===== config.mk =====
export PLATFORM = sky130hd
export DESIGN_NAME = panel_key_ctr
export DESIGN_NICKNAME = d
export VERILOG_FILES = /design/src/rtl/panel_key_ctr.sv
export SDC_FILE = /design/constraint.sdc
export NUM_CORES = 1
export LEC_CHECK = 0
export BUFFER_PORTS_ARGS = -buffer_cell sky130_fd_sc_hd__buf_2
export CAP_MARGIN = 15
export CORE_MARGIN = 3
export CORE_UTILIZATION = 30
export DETAILED_ROUTE_END_ITERATION = 8
export GPL_TIMING_DRIVEN = 1
export PLACE_DENSITY = 0.45
export SLEW_MARGIN = 40
export SYNTH_ARGS = -nofsm -noshare
export SYNTH_HDL_FRONTEND = slang
export SYNTH_SLANG_ARGS = --single-unit

===== constraint.sdc =====
create_clock -name clk_20mhz -period 2.4 [get_ports clk_20mhz]
set_input_delay 0.24 -clock clk_20mhz [delete_from_list [all_inputs] [get_ports clk_20mhz]]
set_output_delay 0.24 -clock clk_20mhz [all_outputs]
set_load 0.01 [all_outputs]

===== src/rtl/panel_key_ctr.sv =====
// Front-panel switch conditioner: 2-FF synchroniser, debounce filter and a
// press-classification FSM producing press/short/long pulses and a toggled sig_mode.
module panel_key_ctr #(
  parameter logic [19:0] DEBOUNCE_CNT   = 20'd400000,
  parameter logic [25:0] LONG_PRESS_CNT = 26'd40000000,
  parameter logic        SW_ACTIVE_LOW  = 1'b1,
  parameter logic        SIG_MODE_INIT  = 1'b0
) (
  input  logic       clk_20mhz,
  input  logic       rst_n,
  input  logic       panel_sw,
  output logic       sw_level,
  output logic       sw_press_pulse,
  output logic       sw_short_pulse,
  output logic       sw_long_pulse,
  output logic       sig_mode,
  output logic [1:0] key_state
);

  localparam logic [1:0] ST_IDLE    = 2'b00;
  localparam logic [1:0] ST_PRESSED = 2'b01;
  localparam logic [1:0] ST_LONG    = 2'b10;

  // Handshake-free block: every output is a registered level or a 1-cycle pulse.

  logic        sw_raw;
  logic        sync1_q, sync1_d;
  logic        sync2_q, sync2_d;
  logic [19:0] db_cnt_q, db_cnt_d;
  logic        sw_level_q, sw_level_d;
  logic [1:0]  state_q, state_d;
  logic [25:0] hold_cnt_q, hold_cnt_d;
  logic        press_q, press_d;
  logic        short_q, short_d;
  logic        long_q, long_d;
  logic        sig_mode_q, sig_mode_d;
  logic        hold_at_thr;

  // Normalise polarity before synchronising so the sync FFs reset to "released".
  assign sw_raw = SW_ACTIVE_LOW ? ~panel_sw : panel_sw;

  always_comb begin
    sync1_d = sw_raw;
    sync2_d = sync1_q;
  end

  always_comb begin
    db_cnt_d   = db_cnt_q;
    sw_level_d = sw_level_q;
    if (sync2_q == sw_level_q) begin
      db_cnt_d = '0;
    end else if (db_cnt_q == DEBOUNCE_CNT - 20'd1) begin
      sw_level_d = sync2_q;
      db_cnt_d   = '0;
    end else begin
      db_cnt_d = db_cnt_q + 20'd1;
    end
  end

  always_ff @(posedge clk_20mhz or negedge rst_n) begin
    if (!rst_n) begin
      sync1_q    <= 1'b0;
      sync2_q    <= 1'b0;
      db_cnt_q   <= '0;
      sw_level_q <= 1'b0;
    end else begin
      sync1_q    <= sync1_d;
      sync2_q    <= sync2_d;
      db_cnt_q   <= db_cnt_d;
      sw_level_q <= sw_level_d;
    end
  end

  assign hold_at_thr = (hold_cnt_q == LONG_PRESS_CNT - 26'd1);

  // FSM state register, together with its registered outputs.
  always_ff @(posedge clk_20mhz or negedge rst_n) begin
    if (!rst_n) begin
      state_q    <= ST_IDLE;
      hold_cnt_q <= '0;
      press_q    <= 1'b0;
      short_q    <= 1'b0;
      long_q     <= 1'b0;
      sig_mode_q <= SIG_MODE_INIT;
    end else begin
      state_q    <= state_d;
      hold_cnt_q <= hold_cnt_d;
      press_q    <= press_d;
      short_q    <= short_d;
      long_q     <= long_d;
      sig_mode_q <= sig_mode_d;
    end
  end

  // Next-state: release is tested before the threshold so it wins on a tie.
  always_comb begin
    state_d    = state_q;
    hold_cnt_d = hold_cnt_q;
    case (state_q)
      ST_IDLE: begin
        if (sw_level_q) begin
          state_d    = ST_PRESSED;
          hold_cnt_d = '0;
        end
      end
      ST_PRESSED: begin
        if (!sw_level_q) begin
          state_d = ST_IDLE;
        end else if (hold_at_thr) begin
          state_d = ST_LONG;
        end else begin
          hold_cnt_d = hold_cnt_q + 26'd1;
        end
      end
      ST_LONG: begin
        if (!sw_level_q) begin
          state_d = ST_IDLE;
        end
      end
      default: begin
        state_d = ST_IDLE;
      end
    endcase
  end

  // Output decode: pulses are registered so they line up with the state change.
  always_comb begin
    press_d    = (state_q == ST_IDLE) && sw_level_q;
    short_d    = (state_q == ST_PRESSED) && !sw_level_q;
    long_d     = (state_q == ST_PRESSED) && sw_level_q && hold_at_thr;
    sig_mode_d = sig_mode_q ^ short_d;
  end

  assign sw_level       = sw_level_q;
  assign sw_press_pulse = press_q;
  assign sw_short_pulse = short_q;
  assign sw_long_pulse  = long_q;
  assign sig_mode       = sig_mode_q;
  assign key_state      = state_q;

endmodule


==> flow_summary.yaml <==
status:
  status: "complete, no violations"
setup_path:
  crit_buf_inv: 0
  cp_slowest_stage_delay_ns: 0.62
  worst_r2r_endpoint: "hold_cnt_q[16]"
  critical_path.top_delay_family: "simple AND/OR/NAND/NOR gates"
  ff2ff_setup_slack_ns: 0.29
  cp-start-kind: "flop"
  crit_fanout: 7
  worstRegToRegCells: 6
  worstPathArrival_ns: 2.28
  critPathKind: "flop to flop"
  cp_data_required_time_ns: 2.58
  worstPathCellList: "ha_1, nand3_1, or4_4, o31a_1, a21oi_1, o22ai_1"
  r2r-start: "hold_cnt_q[1]"
  endpoint_kind: "flop"
  timing.critical_path.slowest_stage_cell: "sky130_fd_sc_hd__or4_4"
logic_synthesis:
  synth.cell_area_um2: 2930
  synth-main-ff-cell: "sky130_fd_sc_hd__dfrtp_1"
  synth_seq_cells: 55
  synth_fp_nets: 315
  seq_area_frac_synth_pct: 47.0
  yosysWarningCount: 0
  avg_inst_size_synth_um2: 9.44
  yosysUniqueCellTypes: 48
  postSynthCellCount: 310
  async_reset_ff_share_pct: 100
  synth_enable_flop_cells: 0
sta:
  fin_setup_tns_ns: 0
  largest_clock_skew_in_the_final_design_ns: 0.0156
  final_critical_period_ns: 2.11
  timing.final.max_slew_violations: 0
  setup_viol: 0
  max_slew.worst_pin.slew_ns: 0.660
  fmaxAchievable_ghz: 0.474
  final.period_utilization_pct: 87.8
  worst_slew_margin_rel_pct: 55.9
  hold_viol_final: 0
  rsz0062_at_grt: "no"
die:
  io_pins: 10
  floorplan.die.width_um: 105
  die_y_um: 105
  dieArea_um2: 11000
  core-area_um2: 9370
  placement_rows: 35
  initial_utilization_pct: 31.2
cts:
  hold_buffers: 1
  clk_pin_slew_worst_setup_hold_paths_ns: 0.11
  clock_latency_ns: 0.32
  cts_made_buffers: 5
  clockBufferDepth: 2
  cts.repair.resized: 0
  clock-sinks: 55
  cts-root-buf: "sky130_fd_sc_hd__clkbuf_8"
  htree_levels: 2
  postCtsSetupRepairBufs: 0
  cts_tree: "yes"
global_routing:
  via_count_of_the_first_global_routing_pass: 2226
  grt_first_pass_wirelength_um: 11000
  antenna_violations_before_repair: 0
  maximum_number_of_pins_on_one_net_before_global_route_repair: 40
  total_congestion_overflow: 0
  groute.usage.overall_pct: 12.2
detailed_routing:
  route.vias.total: 2219
  drt_pre_antenna_iters: 4
  route.detailed.wl_per_inst_um: 14.1
  route.detailed.vias_per_inst: 4.91
  drt_iter0_drcs: 109
  remaining_drc_errors: 0
  ant_nets: 0
  detail_route.wirelength_um: 6400
pwr:
  power_per_cell_area_nw_per_um2: 476
  ir_drop_worst_case_vdd_v: 0.000182
  netSwitchingPower_uw: 358
  power.internal_uw: 1180
  pwr-share-clk_pct: 36.5
  sequentialPowerShare_pct: 61.0
  power_uw: 1540
  power_frac_comb_pct: 2.5
  power.leakage_uw: 0.00143
  power.switching_fraction_pct: 23.3
final_layout:
  layout-area-overhead-vs-synth_pct: 10.5
  layout_common_cells: "sky130_fd_sc_hd__dfrtp_1 (55), sky130_fd_sc_hd__nor2_1 (38), sky130_fd_sc_hd__nand2_1 (35)"
  layout.filler_cells: 996
  antenna_diode_count: 0
  multi_input_area_um2: 1460
  mostFrequentLayoutCell: "sky130_fd_sc_hd__dfrtp_1"
  finalNetCount: 327
  sequential_cell_area_um2: 1380
  layout-drive-gt1-share_pct: 12.1
worst_hold_path:
  worstHoldPathType: "input port to flop"
  min_delay_path_depth: 2
  whs_endpoint: "sync1_q"
  timing.hold.worst.start: "panel_sw"
placed_design:
  port_buffers: 9
  place_congestion: 0.755
  dp_hpwl_um: 4390
flow_run:
  maxCapViolations: 0
==> power by group through the flow <==
stage,Combinational (uW),Clock (uW),Sequential (uW)
6_report,38.5,562,938
3_5_place_dp,39.9,0,956
4_1_cts,41.5,586,938
2_1_floorplan,13.1,0,955
5_1_grt,45.9,613,939
3_3_place_gp,39.3,0,956
==> sequential cells by signal (all words and copies together) (netlist names) <==
register / cells
sync1_q: 1
hold_cnt_q: 26
db_cnt_q: 20
sig_mode: 1
sw_short_pulse: 1
sw_long_pulse: 1
sw_press_pulse: 1
key_state: 2
sync2_q: 1
sw_level: 1
==> per-stage QoR <==
stage	utilization, %	cells	hold WS, ns	cell area [um2]	setup slack, ns
after detailed placement	33.4	443	0.266	3130	0.302
after global routing	34.5	452	0.0516	3230	0.128
after global placement	33.4	443	0.340	3130	0.360
final	34.5	452	0.0441	3230	0.292
after floorplan	-	310	-0.0556	2930	0.450
after CTS	34.5	452	0.0391	3230	0.286
==> worst max-delay path by stage <==
stage                        startpoint             end  slack, ns  depth (start not counted)
after floorplan           hold_cnt_q[1]  hold_cnt_q[16]       0.45                          7
after global placement    hold_cnt_q[1]  hold_cnt_q[16]       0.36                          6
after detailed placement  hold_cnt_q[1]  hold_cnt_q[16]       0.30                          6
after CTS                 hold_cnt_q[1]  hold_cnt_q[16]       0.29                          6
after global routing      hold_cnt_q[1]    key_state[1]       0.13                          6
final                     hold_cnt_q[1]  hold_cnt_q[16]       0.29                          6
==> layer usage <==
layer	share of wire (%)	global-route usage (%)	vias up
met1	49	16.1	1074
met2	47	19.8	17
met5	0	0	-
li1	-	-	1118
met3	2.2	2.66	10
met4	1.3	4.03	0
==> synth_stat cells, types with 2 or more instances <==
cell type | n | share of area (%)
sky130_fd_sc_hd__a22o_1 | 2 | 0.60
sky130_fd_sc_hd__a21oi_1 | 6 | 1.0
sky130_fd_sc_hd__nor2_1 | 38 | 4.9
sky130_fd_sc_hd__nor4_1 | 8 | 1.7
sky130_fd_sc_hd__nor3_2 | 4 | 1.4
sky130_fd_sc_hd__or4_4 | 2 | 0.77
sky130_fd_sc_hd__o21ai_0 | 11 | 1.9
sky130_fd_sc_hd__and4_1 | 4 | 1.2
sky130_fd_sc_hd__nor2b_1 | 3 | 0.64
sky130_fd_sc_hd__ha_1 | 2 | 0.85
sky130_fd_sc_hd__nor3_1 | 9 | 1.5
sky130_fd_sc_hd__buf_2 | 5 | 0.85
sky130_fd_sc_hd__xor2_1 | 18 | 5.4
sky130_fd_sc_hd__and2_1 | 2 | 0.43
sky130_fd_sc_hd__and3_1 | 8 | 1.7
sky130_fd_sc_hd__nor4b_1 | 2 | 0.60
sky130_fd_sc_hd__a31oi_1 | 3 | 0.64
sky130_fd_sc_hd__inv_1 | 7 | 0.90
sky130_fd_sc_hd__nand4_1 | 9 | 1.9
sky130_fd_sc_hd__dfrtp_1 | 55 | 47
sky130_fd_sc_hd__mux2i_1 | 4 | 1.4
sky130_fd_sc_hd__nand3_1 | 25 | 4.3
sky130_fd_sc_hd__or3_1 | 2 | 0.43
sky130_fd_sc_hd__nand2b_1 | 3 | 0.64
sky130_fd_sc_hd__xnor2_1 | 10 | 3.0
sky130_fd_sc_hd__clkbuf_1 | 6 | 0.77
sky130_fd_sc_hd__o22ai_1 | 3 | 0.64
sky130_fd_sc_hd__o211ai_1 | 5 | 1.3
sky130_fd_sc_hd__nand2_1 | 35 | 4.5
==> area by class of cell <==
type	instances	area share [%]
timing repair buffer	18	3.64
multi-input combinational	235	45.1
inverter	7	0.812
tap	129	4.99
clock buffer	7	2.67
sequential	55	42.6
clock inverter	1	0.271
==> cells by family (layout without fill, tap and decap cells) <==
| logic type | after synthesis | in the layout | synth area share, % |
|---|---|---|---|
| fa+ha+maj | 2 | 2 | 0.855 |
| compound gates | 35 | 35 | 7.53 |
| flops | 55 | 55 | 47.0 |
| mux | 5 | 5 | 1.75 |
| simple gates | 165 | 165 | 31.3 |
| buf+inv | 20 | 33 | 3.16 |
| xor+xnor | 28 | 28 | 8.38 |
(Power assumes the default switching activity.)
